### src/rtl/gen_fast_pkg.sv
// Shared definitions for the fast capture (write) and fast packet read paths.
// Holds the bank/address/data geometry, the per-mode bank counts, the one-hot
// FSM state encoding and a helper that maps the path mode onto its last bank.
package gen_fast_pkg;

    localparam int unsigned NUM_BANK = 24;
    localparam int unsigned ADDR_W   = 15;
    localparam int unsigned DATA_W   = 18;
    localparam int unsigned BANK_W   = 5;

    // Banks in use for the 96-path and 48-path capture modes.
    localparam int unsigned BANKS_96 = 24;
    localparam int unsigned BANKS_48 = 12;

    typedef enum logic [3:0] {
        StIdle  = 4'b0001,
        StWrite = 4'b0010,
        StDone  = 4'b0100,
        StRead  = 4'b1000
    } fast_state_e;

    function automatic logic [BANK_W-1:0] last_bank(input logic path96);
        return path96 ? BANK_W'(BANKS_96 - 1) : BANK_W'(BANKS_48 - 1);
    endfunction

endpackage

### src/rtl/gen_write_logic_fast_if.sv
// Capture-path bus between the ADC/config/read-logic side and the fast write
// logic.
//   master : drives config, start, ADC samples and read-done; observes strobes
//   slave  : the write logic (opposite directions)
// Signals:
//   rf_96path_en, rf_wr_depth   capture configuration
//   fast_wr_start               single-cycle capture request
//   adc_data, adc_data_valid    sample stream
//   fast_wr_chip_en/addr/data   one-hot bank write strobe with row and data
//   fast_wr_busy, fast_wr_done  capture status
//   fast_read_en, fast_rd_done  buffer handoff to and from the read logic
interface gen_write_logic_fast_if;
    import gen_fast_pkg::*;

    logic                rf_96path_en;
    logic [ADDR_W-1:0]   rf_wr_depth;
    logic                fast_wr_start;
    logic [DATA_W-1:0]   adc_data;
    logic                adc_data_valid;
    logic [NUM_BANK-1:0] fast_wr_chip_en;
    logic [ADDR_W-1:0]   fast_wr_addr;
    logic [DATA_W-1:0]   fast_wr_data;
    logic                fast_wr_busy;
    logic                fast_wr_done;
    logic                fast_read_en;
    logic                fast_rd_done;

    modport master (
        output rf_96path_en, rf_wr_depth, fast_wr_start, adc_data, adc_data_valid,
               fast_rd_done,
        input  fast_wr_chip_en, fast_wr_addr, fast_wr_data, fast_wr_busy, fast_wr_done,
               fast_read_en
    );

    modport slave (
        input  rf_96path_en, rf_wr_depth, fast_wr_start, adc_data, adc_data_valid,
               fast_rd_done,
        output fast_wr_chip_en, fast_wr_addr, fast_wr_data, fast_wr_busy, fast_wr_done,
               fast_read_en
    );

endinterface

### src/rtl/fast_bank_row_ctr.sv
// Round-robin bank pointer plus row counter for the capture sweep.
// Ports:
//   clk, rstn      clock, asynchronous active-low reset
//   clr_i          return to bank 0, row 0
//   adv_i          step to the next bank (row steps on bank wrap)
//   last_bank_i    highest bank index in the current mode
//   depth_i        last row index of the capture
//   bank_o, row_o  current bank and row
//   final_o        current position is the last write of the capture
module fast_bank_row_ctr
    import gen_fast_pkg::*;
(
    input  logic              clk,
    input  logic              rstn,
    input  logic              clr_i,
    input  logic              adv_i,
    input  logic [BANK_W-1:0] last_bank_i,
    input  logic [ADDR_W-1:0] depth_i,
    output logic [BANK_W-1:0] bank_o,
    output logic [ADDR_W-1:0] row_o,
    output logic              final_o
);

    logic [BANK_W-1:0] bank_q, bank_d;
    logic [ADDR_W-1:0] row_q, row_d;
    logic              wrap;

    assign wrap    = (bank_q == last_bank_i);
    assign final_o = wrap && (row_q == depth_i);
    assign bank_o  = bank_q;
    assign row_o   = row_q;

    always_comb begin
        bank_d = bank_q;
        row_d  = row_q;
        if (clr_i) begin
            bank_d = '0;
            row_d  = '0;
        end else if (adv_i) begin
            if (wrap) begin
                bank_d = '0;
                // Hold the row on the final write so it never runs past depth.
                if (!final_o) begin
                    row_d = row_q + 1'b1;
                end
            end else begin
                bank_d = bank_q + 1'b1;
            end
        end
    end

    always_ff @(posedge clk or negedge rstn) begin
        if (!rstn) begin
            bank_q <= '0;
            row_q  <= '0;
        end else begin
            bank_q <= bank_d;
            row_q  <= row_d;
        end
    end

endmodule

### src/rtl/gen_write_logic_fast.sv
// Fast capture write logic: writes the ADC sample stream round-robin into the
// capture SRAM banks, one bank per accepted sample, then hands the filled
// buffer to the fast read logic and waits for it to come back.
// Ports:
//   clk, rstn  capture clock, asynchronous active-low reset
//   bus        gen_write_logic_fast_if slave: config, start, samples,
//              registered bank strobes/status, read handoff
module gen_write_logic_fast
    import gen_fast_pkg::*;
(
    input logic                   clk,
    input logic                   rstn,
    gen_write_logic_fast_if.slave bus
);

    fast_state_e         state_q, state_d;
    logic                path96_q, path96_d;
    logic [ADDR_W-1:0]   depth_q, depth_d;
    logic [NUM_BANK-1:0] chip_en_q, chip_en_d;
    logic [ADDR_W-1:0]   addr_q, addr_d;
    logic [DATA_W-1:0]   data_q, data_d;
    logic                busy_q, busy_d;
    logic                done_q, done_d;
    logic                read_en_q, read_en_d;

    logic                ctr_clr;
    logic                ctr_adv;
    logic [BANK_W-1:0]   bank;
    logic [ADDR_W-1:0]   row;
    logic                ctr_final;

    fast_bank_row_ctr u_ctr (
        .clk         (clk),
        .rstn        (rstn),
        .clr_i       (ctr_clr),
        .adv_i       (ctr_adv),
        .last_bank_i (last_bank(path96_q)),
        .depth_i     (depth_q),
        .bank_o      (bank),
        .row_o       (row),
        .final_o     (ctr_final)
    );

    always_comb begin
        state_d   = state_q;
        path96_d  = path96_q;
        depth_d   = depth_q;
        chip_en_d = '0;
        addr_d    = '0;
        data_d    = '0;
        busy_d    = 1'b0;
        done_d    = 1'b0;
        read_en_d = 1'b0;
        ctr_clr   = 1'b0;
        ctr_adv   = 1'b0;

        unique case (state_q)
            StIdle: begin
                if (bus.fast_wr_start) begin
                    // Config is sampled once here and frozen for the capture.
                    path96_d = bus.rf_96path_en;
                    depth_d  = bus.rf_wr_depth;
                    ctr_clr  = 1'b1;
                    busy_d   = 1'b1;
                    state_d  = StWrite;
                end
            end
            StWrite: begin
                busy_d = 1'b1;
                if (bus.adc_data_valid) begin
                    ctr_adv   = 1'b1;
                    chip_en_d = NUM_BANK'(1) << bank;
                    addr_d    = row;
                    data_d    = bus.adc_data;
                    if (ctr_final) begin
                        busy_d  = 1'b0;
                        state_d = StDone;
                    end
                end
            end
            StDone: begin
                done_d    = 1'b1;
                read_en_d = 1'b1;
                state_d   = StRead;
            end
            StRead: begin
                read_en_d = 1'b1;
                if (bus.fast_rd_done) begin
                    read_en_d = 1'b0;
                    state_d   = StIdle;
                end
            end
            default: begin
                state_d = StIdle;
            end
        endcase
    end

    always_ff @(posedge clk or negedge rstn) begin
        if (!rstn) begin
            state_q   <= StIdle;
            path96_q  <= 1'b0;
            depth_q   <= '0;
            chip_en_q <= '0;
            addr_q    <= '0;
            data_q    <= '0;
            busy_q    <= 1'b0;
            done_q    <= 1'b0;
            read_en_q <= 1'b0;
        end else begin
            state_q   <= state_d;
            path96_q  <= path96_d;
            depth_q   <= depth_d;
            chip_en_q <= chip_en_d;
            addr_q    <= addr_d;
            data_q    <= data_d;
            busy_q    <= busy_d;
            done_q    <= done_d;
            read_en_q <= read_en_d;
        end
    end

    assign bus.fast_wr_chip_en = chip_en_q;
    assign bus.fast_wr_addr    = addr_q;
    assign bus.fast_wr_data    = data_q;
    assign bus.fast_wr_busy    = busy_q;
    assign bus.fast_wr_done    = done_q;
    assign bus.fast_read_en    = read_en_q;

endmodule

### src/flat_wrapper.sv
// flat-port wrapper written by rule: the top's interface ports become plain ports
module gen_write_logic_fast_flat import gen_fast_pkg::*;
  (clk, rstn, bus_rf_96path_en, bus_rf_wr_depth, bus_fast_wr_start, bus_adc_data, bus_adc_data_valid, bus_fast_rd_done, bus_fast_wr_chip_en, bus_fast_wr_addr, bus_fast_wr_data, bus_fast_wr_busy, bus_fast_wr_done, bus_fast_read_en);
  gen_write_logic_fast_if bus_i ();
  input logic clk;
  input logic rstn;
  input wire logic [$bits(bus_i.rf_96path_en)-1:0] bus_rf_96path_en;
  input wire logic [$bits(bus_i.rf_wr_depth)-1:0] bus_rf_wr_depth;
  input wire logic [$bits(bus_i.fast_wr_start)-1:0] bus_fast_wr_start;
  input wire logic [$bits(bus_i.adc_data)-1:0] bus_adc_data;
  input wire logic [$bits(bus_i.adc_data_valid)-1:0] bus_adc_data_valid;
  input wire logic [$bits(bus_i.fast_rd_done)-1:0] bus_fast_rd_done;
  output wire logic [$bits(bus_i.fast_wr_chip_en)-1:0] bus_fast_wr_chip_en;
  output wire logic [$bits(bus_i.fast_wr_addr)-1:0] bus_fast_wr_addr;
  output wire logic [$bits(bus_i.fast_wr_data)-1:0] bus_fast_wr_data;
  output wire logic [$bits(bus_i.fast_wr_busy)-1:0] bus_fast_wr_busy;
  output wire logic [$bits(bus_i.fast_wr_done)-1:0] bus_fast_wr_done;
  output wire logic [$bits(bus_i.fast_read_en)-1:0] bus_fast_read_en;
  assign bus_i.rf_96path_en = bus_rf_96path_en;
  assign bus_i.rf_wr_depth = bus_rf_wr_depth;
  assign bus_i.fast_wr_start = bus_fast_wr_start;
  assign bus_i.adc_data = bus_adc_data;
  assign bus_i.adc_data_valid = bus_adc_data_valid;
  assign bus_i.fast_rd_done = bus_fast_rd_done;
  assign bus_fast_wr_chip_en = bus_i.fast_wr_chip_en;
  assign bus_fast_wr_addr = bus_i.fast_wr_addr;
  assign bus_fast_wr_data = bus_i.fast_wr_data;
  assign bus_fast_wr_busy = bus_i.fast_wr_busy;
  assign bus_fast_wr_done = bus_i.fast_wr_done;
  assign bus_fast_read_en = bus_i.fast_read_en;
  gen_write_logic_fast u_core (.clk(clk), .rstn(rstn), .bus(bus_i));
endmodule
### config.mk
export PLATFORM = sky130hd
export DESIGN_NAME = gen_write_logic_fast_flat
export DESIGN_NICKNAME = d
export VERILOG_FILES = /design/src/rtl/gen_fast_pkg.sv /design/src/rtl/gen_write_logic_fast_if.sv /design/src/rtl/fast_bank_row_ctr.sv /design/src/rtl/gen_write_logic_fast.sv /design/src/flat_wrapper.sv
export SDC_FILE = /design/constraint.sdc
export NUM_CORES = 1
export LEC_CHECK = 0
export BUFFER_PORTS_ARGS = -buffer_cell sky130_fd_sc_hd__buf_2
export CELL_PAD_IN_SITES_DETAIL_PLACEMENT = 0
export CELL_PAD_IN_SITES_GLOBAL_PLACEMENT = 2
export CORE_MARGIN = 4
export CORE_UTILIZATION = 33
export CTS_CLUSTER_SIZE = 10
export DETAILED_ROUTE_END_ITERATION = 10
export PLACE_DENSITY_LB_ADDON = 0.1
export SYNTH_ARGS = -nofsm -noshare
export SYNTH_HDL_FRONTEND = slang
export SYNTH_SLANG_ARGS = --single-unit
### constraint.sdc
create_clock -name clk -period 2.65 [get_ports clk]
set_input_delay 0.3975 -clock clk [delete_from_list [all_inputs] [get_ports clk]]
set_output_delay 0.3975 -clock clk [all_outputs]
set_load 0.005 [all_outputs]
==> results of run 1 <==
[sequential cells by signal, indices dropped and copies added (netlist names)]
| signal | count |
|---|---|
| u_core.bus.fast_read_en | 1 |
| u_core.state_q | 4 |
| u_core.bus.fast_wr_data | 18 |
| u_core.depth_q | 15 |
| u_core.bus.fast_wr_busy | 1 |
| u_core.u_ctr.row_o | 15 |
| u_core.bus.fast_wr_addr | 15 |
| u_core.path96_q | 1 |
| u_core.bus.fast_wr_chip_en | 24 |
| u_core.bus.fast_wr_done | 1 |
| u_core.u_ctr.bank_o | 5 |
[cell families (layout without fill, tap and decap cells)]
| group | Yosys count | in the layout | synth area share |
|---|---|---|---|
| AND/OR/NAND/NOR | 174 | 174 | 0.2153 |
| flip-flops | 100 | 100 | 0.6253 |
| AO/OA/AOI/OAI | 36 | 36 | 0.05844 |
| buffers and inverters | 32 | 141 | 0.03250 |
| XOR/XNOR | 19 | 19 | 0.04156 |
| adder cells (fa/ha/maj) | 7 | 7 | 0.02187 |
| multiplexers | 2 | 2 | 0.005000 |
[per-stage QoR]
stage               power [mW]  hold WS [ps]    util  std cells  cell area [um2]
global placement         2.551         428.5  0.4039        606             4711
CTS                      3.853         72.94  0.4285        622             4997
finish                   3.784         62.10  0.4285        622             4997
floorplan                2.290         101.9       -        370             4004
detailed placement       2.559         437.4  0.4039        606             4711
global route             4.024         106.3  0.4285        622             4997
[Yosys cell counts]
library cell  number
or3_1              6
a211o_1            1
nand3_1            7
xor2_1             5
clkbuf_1          14
o31ai_1            4
a21boi_4           1
xnor2_1           14
ha_1               7
nor2b_1            1
a2111oi_0          2
nand4_1            4
and2_1             2
nand2_4            1
nand2b_1           2
nor3_1             2
dfstp_2            1
nor4b_1            1
o211ai_1           2
a21o_1             3
or4b_4             1
and3_1            34
o32ai_1            1
nand3b_1           2
mux2i_1            2
buf_6              1
nand4b_1           1
nand2_1           70
inv_1             15
nor4b_4            1
a211oi_1           1
o21ai_0           11
nor4_1             3
or3b_2             1
or4_1              2
dfrtp_1           99
buf_2              2
a21oi_1           10
nor2_1            33
[worst max-delay path, cell delays in order, from the launching register on]
cell and delay [ps]:
dfrtp_1 450, or4b_4 520, a21boi_4 210, nand2_4 110, a211o_1 370, or4_1 520, a21oi_1 150
[layout make-up]
cell class,instances,area [um2]
fill,1139,6665
timing repair buffer,110,595.6
clock inverter,4,50.05
sequential,100,2504
inverter,15,56.30
clock buffer,12,236.5
multi-input combinational,238,1376
tap,143,178.9
[power breakdown]
| group | leakage [nW] | switching (mW) | internal [mW] | total [mW] |
|---|---|---|---|---|
| Clock | 0.133 | 0.542 | 0.732 | 1.27 |
| Sequential | 1.36 | 0.126 | 1.71 | 1.83 |
| Combinational | 1.18 | 0.405 | 0.274 | 0.678 |
[worst min path at each step]
stage                                          end  slack [ps]  cells after the start
floorplan                  u_core.bus.fast_read_en         100                      0
global placement    u_core.bus.fast_wr_chip_en[11]         430                      1
detailed placement  u_core.bus.fast_wr_chip_en[11]         440                      1
CTS                 u_core.bus.fast_wr_chip_en[11]          70                      1
global route         u_core.bus.fast_wr_chip_en[8]         110                      1
finish              u_core.bus.fast_wr_chip_en[11]          60                      1
[layer usage]
| metal | track usage | part of all wire | routed length (um) |
|---|---|---|---|
| met5 | 0 | 0 | 0 |
| met4 | 0.06374 | 0.016 | 150 |
| met1 | 0.2113 | 0.54 | 4895 |
| met2 | 0.1844 | 0.40 | 3617 |
| met3 | 0.02865 | 0.048 | 436 |
==> out/results.ini, run 1 <==
[placement]
dp_hpwl_um=6426
post-place-ws_ps=274.1
gp_congestion=0.7277
place.port_buffers=98

[synthesis]
avgSynthCellArea_um2=10.82
synth_top_area_frac=0.6188
yosys_warnings=0
synthCells=370
ys_ff_latch=100
synth_fp_nets=416
synth_top_area_cell=dfrtp_1
yosys-top-cells-area=dfrtp_1 62%, nand2_1 6.6%, and3_1 5.3%
seq_area_frac_synth=0.6253
syn_area_mm2=0.004004
synth_cell_types=39

[clocking]
ctsResizeCount=0
cts_tree=yes
cts_buffer_depth=2
clk_latency_ps=330
cts_sinks=100
path_clk_slew_ps=70
ctsHoldBuffers=0
h-tree-depth=3
cts_root_buf=clkbuf_16
cts_buffers=9
post_cts_buffers=0

[timing]
grt_setup_unrepaired=no
setup_tns_ps=0
max-slew-margin-rel=0.6356
worst_pin_slew_ps=532.8
final_hold_viol_count=0
max_freq_mhz=416.8
fin_crit_ps=2399
period_share=0.9054
finalClockSkew_ps=4.737
drv_slew=0
setup_violations=0
setup_slack_ps=250.6

[outcome]
status=complete, no violations

[detailed_routing]
drc=0
routed_wl_um=9100
viasPerCell=4.637
drt_iter0_markers=153
first_pass_iters=4
wire_per_inst_um=14.63
via_count=2884
final_antenna_net_count=0

[floorplan]
die_y_um=118.2
ios=99
start_util=0.3433
coreArea_mm2=0.01166
fp.dieW_um=118.2
die_area_mm2=0.01396
rows=39

[final_layout]
final_common_cell=dfrtp_1
diodes=0
nets=520
mostFrequentLayoutCells=99 x dfrtp_1, 97 x buf_2, 70 x nand2_1
synthToLayoutAreaGrowth_pct=24.81
drive_gt1_frac=0.2714

[worst_setup_path]
critPathRequiredTime_ps=2910
critPathKind=flip-flop to flip-flop
crit_path_max_fanout=9
r2r_start=u_core.u_ctr.bank_o[4]
end_kind=flip-flop
worst_r2r_path_depth=6
crit_end=u_core.u_ctr.row_o[8]
reg2reg_slack_ps=250
startpoint=u_core.u_ctr.bank_o[4]
r2r_end=u_core.u_ctr.row_o[8]
cp_data_arrival_time_ps=2660
startpoint_type=flip-flop

[power_and_ir_drop]
power_density_mw_per_mm2=757.3
peakVddDrop_v=0.0003088
p_leak_nw=2.675

[run]
drv_cap=0

[grt]
first_global_vias=2840
grt_usage=0.1378
antenna_found_initial=0
grt_max_degree=57
globalRouteOverflowTotal=0
grt_pass1_wl_um=15460

[min_path]
hold_class=input pin to asynchronous set/reset pin

Note: power is estimated with default switching activity, not from simulation.
==> inputs of run 2 (changes only) <==
==> constraint.sdc (replaced) <==
create_clock -name clk -period 2.65 [get_ports clk]
set_input_delay 0.1325 -clock clk [delete_from_list [all_inputs] [get_ports clk]]
set_output_delay 0.1325 -clock clk [all_outputs]
set_load 0.005 [all_outputs]
==> run 2 against run 1 <==
- die area did not move
- wire length rose by 0.93%
- setup slack improved by 4.0 ps
- global-route usage rose by 0.068 points
- via count rose by 1.4%
- sequential share of layout area fell by 1.3 points
- register-to-register slack barely moved
- final cell count rose by 2.6%
- combinational power rose by 0.9%
- cell area rose by 2.7%
==> out/results.ini, run 2 (synthesis gave the netlist of run 1 again) <==
[outcome]
status=complete, no violations

[final_layout]
final_area_mm2=0.005134
synthToLayoutAreaGrowth_pct=28.22
final_common_cell=dfrtp_1
mostFrequentLayoutCells=99 x dfrtp_1, 97 x buf_2, 70 x nand2_1
largest_reg_flops=24
post-route-util=0.4402
diodes=0
drive_gt1_frac=0.2646
final_cell_count_no_fill=638
nets=538
fill_cells=1142

[placement]
placed_cells=607
gp_congestion=0.7228
postPlaceCellArea_mm2=0.004706
dp_hpwl_um=6476
place.port_buffers=98

[worst_setup_path]
startpoint_type=flip-flop
crit_path_max_fanout=9
worst_r2r_path_depth=6
critPathRequiredTime_ps=2910
r2r_start=u_core.u_ctr.bank_o[4]
r2r_end=u_core.u_ctr.row_o[8]
cp_data_arrival_time_ps=2660
reg2reg_slack_ps=250
end_kind=flip-flop
critPathKind=flip-flop to flip-flop

[detailed_routing]
first_pass_iters=4
routed_wl_um=9185
viasPerCell=4.582
final_antenna_net_count=0
drt_iter0_markers=124
via_count=2923
wire_per_inst_um=14.40
drc=0

[timing]
finalClockSkew_ps=5.449
final_hold_viol_count=0
max-slew-margin-rel=0.4816
max_freq_mhz=417.5
period_share=0.9039
grt_setup_unrepaired=no
setup_violations=0
setup_tns_ps=0
worst_pin_slew_ps=777.7
drv_slew=0
fin_crit_ps=2395

[floorplan]
coreArea_mm2=0.01166
die_y_um=118.2
rows=39
start_util=0.3433
ios=99
die_area_mm2=0.01396
fp.dieW_um=118.2

[power_and_ir_drop]
p_leak_nw=2.745
peakVddDrop_v=0.0002900
power_density_mw_per_mm2=718.9

[grt]
globalRouteOverflowTotal=0
antenna_found_initial=0
grt_pass1_wl_um=15390
first_global_vias=2882
grt_max_degree=48
grt_usage=0.1385

[min_path]
hold_class=input pin to flip-flop
holdPathStages=2
min_from=bus_adc_data[6]
hold_end=u_core.bus.fast_wr_data[6]

[clocking]
cts_root_buf=clkbuf_16
path_clk_slew_ps=60
cts_sinks=100
clk_latency_ps=330
h-tree-depth=3
post_cts_buffers=0
cts_buffers=9
cts_buffer_depth=2
cts_tree=yes

[run]
drv_cap=0

## run 2: changes by cell type in the layout (fill, tap and decap cells not counted)
cell | previous run | this run
clkbuf_8 | 0 | 1
clkinvlp_4 | 2 | 0
clkinv_2 | 1 | 3
clkbuf_1 | 3 | 1
bufinv_16 | 1 | 0
buf_4 | 12 | 14
buf_12 | 1 | 0
dlygate4sd3_1 | 0 | 17
## run 2: how the worst max path moves through the flow
stage,startpoint,end,slack (ps)
2_1_floorplan,u_core.u_ctr.bank_o[2],u_core.u_ctr.row_o[8],330
3_3_place_gp,u_core.u_ctr.bank_o[4],u_core.u_ctr.row_o[4],310
3_5_place_dp,u_core.u_ctr.bank_o[4],u_core.u_ctr.row_o[8],270
4_1_cts,u_core.u_ctr.bank_o[4],u_core.u_ctr.row_o[8],250
5_1_grt,u_core.u_ctr.bank_o[4],u_core.u_ctr.row_o[8],130
6_report,u_core.u_ctr.bank_o[4],u_core.u_ctr.row_o[8],250
## run 2: critical path: stages (launching register included)
cell and delay, ps:
dfrtp_1 440, or4b_4 520, a21boi_4 210, nand2_4 100, a211o_1 370, or4_1 520, a21oi_1 150
## run 2: routing by layer
metal | vias up | wire length, um | share of wire | track usage
li1 | 1469 | - | - | -
met1 | 1366 | 4978 | 0.54 | 0.2128
met2 | 78 | 3634 | 0.40 | 0.1876
met3 | 10 | 432 | 0.047 | 0.03009
met4 | 0 | 140 | 0.015 | 0.05641
met5 | - | 0 | 0 | 0
## run 2: per-stage QoR
| step | setup slack, ps | total power, mW | hold slack, ps |
|---|---|---|---|
| global route | 127.6 | 3.924 | 25.14 |
| detailed placement | 268.2 | 2.541 | 187.2 |
| global placement | 312.3 | 2.537 | 184.4 |
| CTS | 254.0 | 3.758 | 18.44 |
| floorplan | 333.4 | 2.290 | -163.1 |
| finish | 254.6 | 3.691 | 33.35 |
## run 2: area by class of cell
| type | count | area [um2] | area share |
|---|---|---|---|
| flip-flops and latches | 100 | 2504 | 0.4877 |
| well taps | 143 | 178.9 | 0.03485 |
| repair buffers | 128 | 760.7 | 0.1482 |
| inverters | 15 | 56.30 | 0.01097 |
| clock buffers | 11 | 242.7 | 0.04728 |
| multi-input cells | 238 | 1376 | 0.2681 |
| clock inverters | 3 | 15.01 | 0.002925 |
## run 2: power breakdown
| part | leakage [nW] | switching [mW] | internal [mW] | total, mW |
|---|---|---|---|---|
| logic | 1.25 | 0.401 | 0.282 | 0.684 |
| clock network | 0.131 | 0.528 | 0.647 | 1.17 |
| registers | 1.36 | 0.126 | 1.71 | 1.83 |
## run 2: timing repair
action,in CTS,in global routing
hold endpoints to repair,60,0
hold buffers,17,0
resized for setup,0,0
setup endpoints to repair,0,0
==> inputs of run 3 (changes only) <==
--- a/config.mk
+++ b/config.mk
@@ -6,7 +6,7 @@
 export NUM_CORES = 1
 export LEC_CHECK = 0
 export BUFFER_PORTS_ARGS = -buffer_cell sky130_fd_sc_hd__buf_2
-export CELL_PAD_IN_SITES_DETAIL_PLACEMENT = 0
+export CELL_PAD_IN_SITES_DETAIL_PLACEMENT = 1
 export CELL_PAD_IN_SITES_GLOBAL_PLACEMENT = 2
 export CORE_MARGIN = 4
 export CORE_UTILIZATION = 33
==> run 3 against run 2 <==
- flip-flop and latch count unchanged
- clock power is 20% higher
- critical path depth up 1
- cell area up 0.93%
- fmax is 0.79% lower
- first-iteration DRC count grew 36%
- largest power group unchanged
- critical endpoint is now u_core.u_ctr.row_o[14]
- utilization grew 0.41 points
==> out/results.ini, run 3 (synthesis gave the netlist of run 1 again) <==
[min_path]
hold_class=input pin to flip-flop

[worst_setup_path]
worst_r2r_path_depth=7
startpoint_type=flip-flop
startpoint=u_core.u_ctr.bank_o[4]
crit_path_max_fanout=9
critPathRequiredTime_ps=2910
r2r_end=u_core.u_ctr.row_o[14]
critPathKind=flip-flop to flip-flop
crit_end=u_core.u_ctr.row_o[14]
reg2reg_slack_ps=240
r2r_start=u_core.u_ctr.bank_o[4]
cp_data_arrival_time_ps=2680
end_kind=flip-flop

[power_and_ir_drop]
sw_frac_of_total=0.2846
finalPower_mw=3.929
p_int_mw=2.811
pwr-share-seq=0.467
switchingPower_mw=1.118
pwr-share-clk=0.356
p_leak_nw=2.761
share_comb_of_total_power=0.177
peakVddDrop_v=0.0003057
power_density_mw_per_mm2=758.4

[placement]
place.port_buffers=98
dp_hpwl_um=7203
gp_congestion=0.7228

[timing]
setup_tns_ps=0
period_share=0.9112
fin_crit_ps=2415
max-slew-margin-rel=0.4710
drv_slew=0
final_hold_viol_count=0
whs_ps=6.035
finalClockSkew_ps=7.597
max_freq_mhz=414.2
setup_violations=0
worst_pin_slew_ps=793.4
grt_setup_unrepaired=no

[floorplan]
die_area_mm2=0.01396
rows=39
ios=99
start_util=0.3433
coreArea_mm2=0.01166
fp.dieW_um=118.2
die_y_um=118.2

[final_layout]
synthToLayoutAreaGrowth_pct=29.41
diodes=0
post-route-util=0.4443
nets=537
final_common_cell=dfrtp_1
mostFrequentLayoutCells=99 x dfrtp_1, 97 x buf_2, 70 x nand2_1
largest_reg_flops=24
drive_gt1_frac=0.2687

[detailed_routing]
drt_iter0_markers=169
first_pass_iters=4
drc=0
routed_wl_um=10130
via_count=3015
wire_per_inst_um=15.87
viasPerCell=4.726
final_antenna_net_count=0

[grt]
grt_max_degree=48
use_met3=0.03104
first_global_vias=3245
met2_usage=0.2258
grt_usage=0.1522
grt_pass1_wl_um=17190
antenna_found_initial=1
grtUsageMet1=0.2194
globalRouteOverflowTotal=0
grt.busiest_layer=met2

[clocking]
cts_buffer_depth=2
cts_root_buf=clkbuf_16
cts_tree=yes
cts_buffers=9
path_clk_slew_ps=70
cts_sinks=100
clk_latency_ps=340
h-tree-depth=3

[run]
drv_cap=0

[outcome]
status=complete, no violations

run 3: cell types whose count changed in the layout (fill, tap and decap cells not counted), sizes merged:
cell / delta
bufinv: +2
clkbuf: -2
clkinvlp: +1
dlygate4sd3: -1
run 3: critical path, stage by stage, from the launching register on:
cell      delay (ps)
dfrtp_1          450
or4b_4           520
a21boi_4         210
nand2_4          100
a211o_1          370
buf_4            190
or3_1            350
a21oi_1          140
run 3: area by class of cell:
class                           instances  area (um2)
Clock inverter                          6       90.09
Inverter                               15       56.30
Tap cell                              143       178.9
Multi-Input combinational cell        238        1376
Sequential cell                       100        2504
Timing Repair Buffer                  127       750.7
Clock buffer                            9       225.2
Fill cell                            1316        6481
run 3: timing repair:
item | CTS | global route
buffers inserted | 0 | 0
endpoints found under the hold margin | 59 | 0
gates resized for setup | 0 | 0
hold buffers | 16 | 0
run 3: layer usage:
| metal | vias up | wire, um |
|---|---|---|
| li1 | 1469 | - |
| met1 | 1454 | 5046 |
| met2 | 77 | 4431 |
| met3 | 13 | 490 |
| met4 | 2 | 151 |
| met5 | - | 7 |
run 3: worst min-delay path by stage:
stage	start	endpoint	slack (ps)	depth (start not counted)
CTS	bus_rf_wr_depth[5]	u_core.depth_q[5]	0.1	3
global route	bus_rf_wr_depth[5]	u_core.depth_q[5]	20	3
floorplan	rstn	u_core.bus.fast_read_en	-160	0
finish	bus_rf_wr_depth[5]	u_core.depth_q[5]	6	3
global placement	rstn	u_core.bus.fast_wr_chip_en[11]	180	1
detailed placement	rstn	u_core.bus.fast_wr_chip_en[19]	180	1
run 3: per-stage QoR:
step           setup WS (ps)  cell area (um2)  cells
3_3_place_gp           312.3             4706    607
6_report               235.4             5181    638
4_1_cts                221.1             5181    638
2_1_floorplan          333.4             4004    370
3_5_place_dp           281.1             4706    607
5_1_grt                58.75             5181    638
run 3: power groups by stage:
| stage | registers [mW] | clock network, mW | logic (mW) |
|---|---|---|---|
| floorplan | 1.84 | 0 | 0.447 |
| global placement | 1.86 | 0 | 0.679 |
| detailed placement | 1.87 | 0 | 0.692 |
| CTS | 1.84 | 1.43 | 0.714 |
| global route | 1.86 | 1.49 | 0.804 |
| finish | 1.83 | 1.40 | 0.697 |
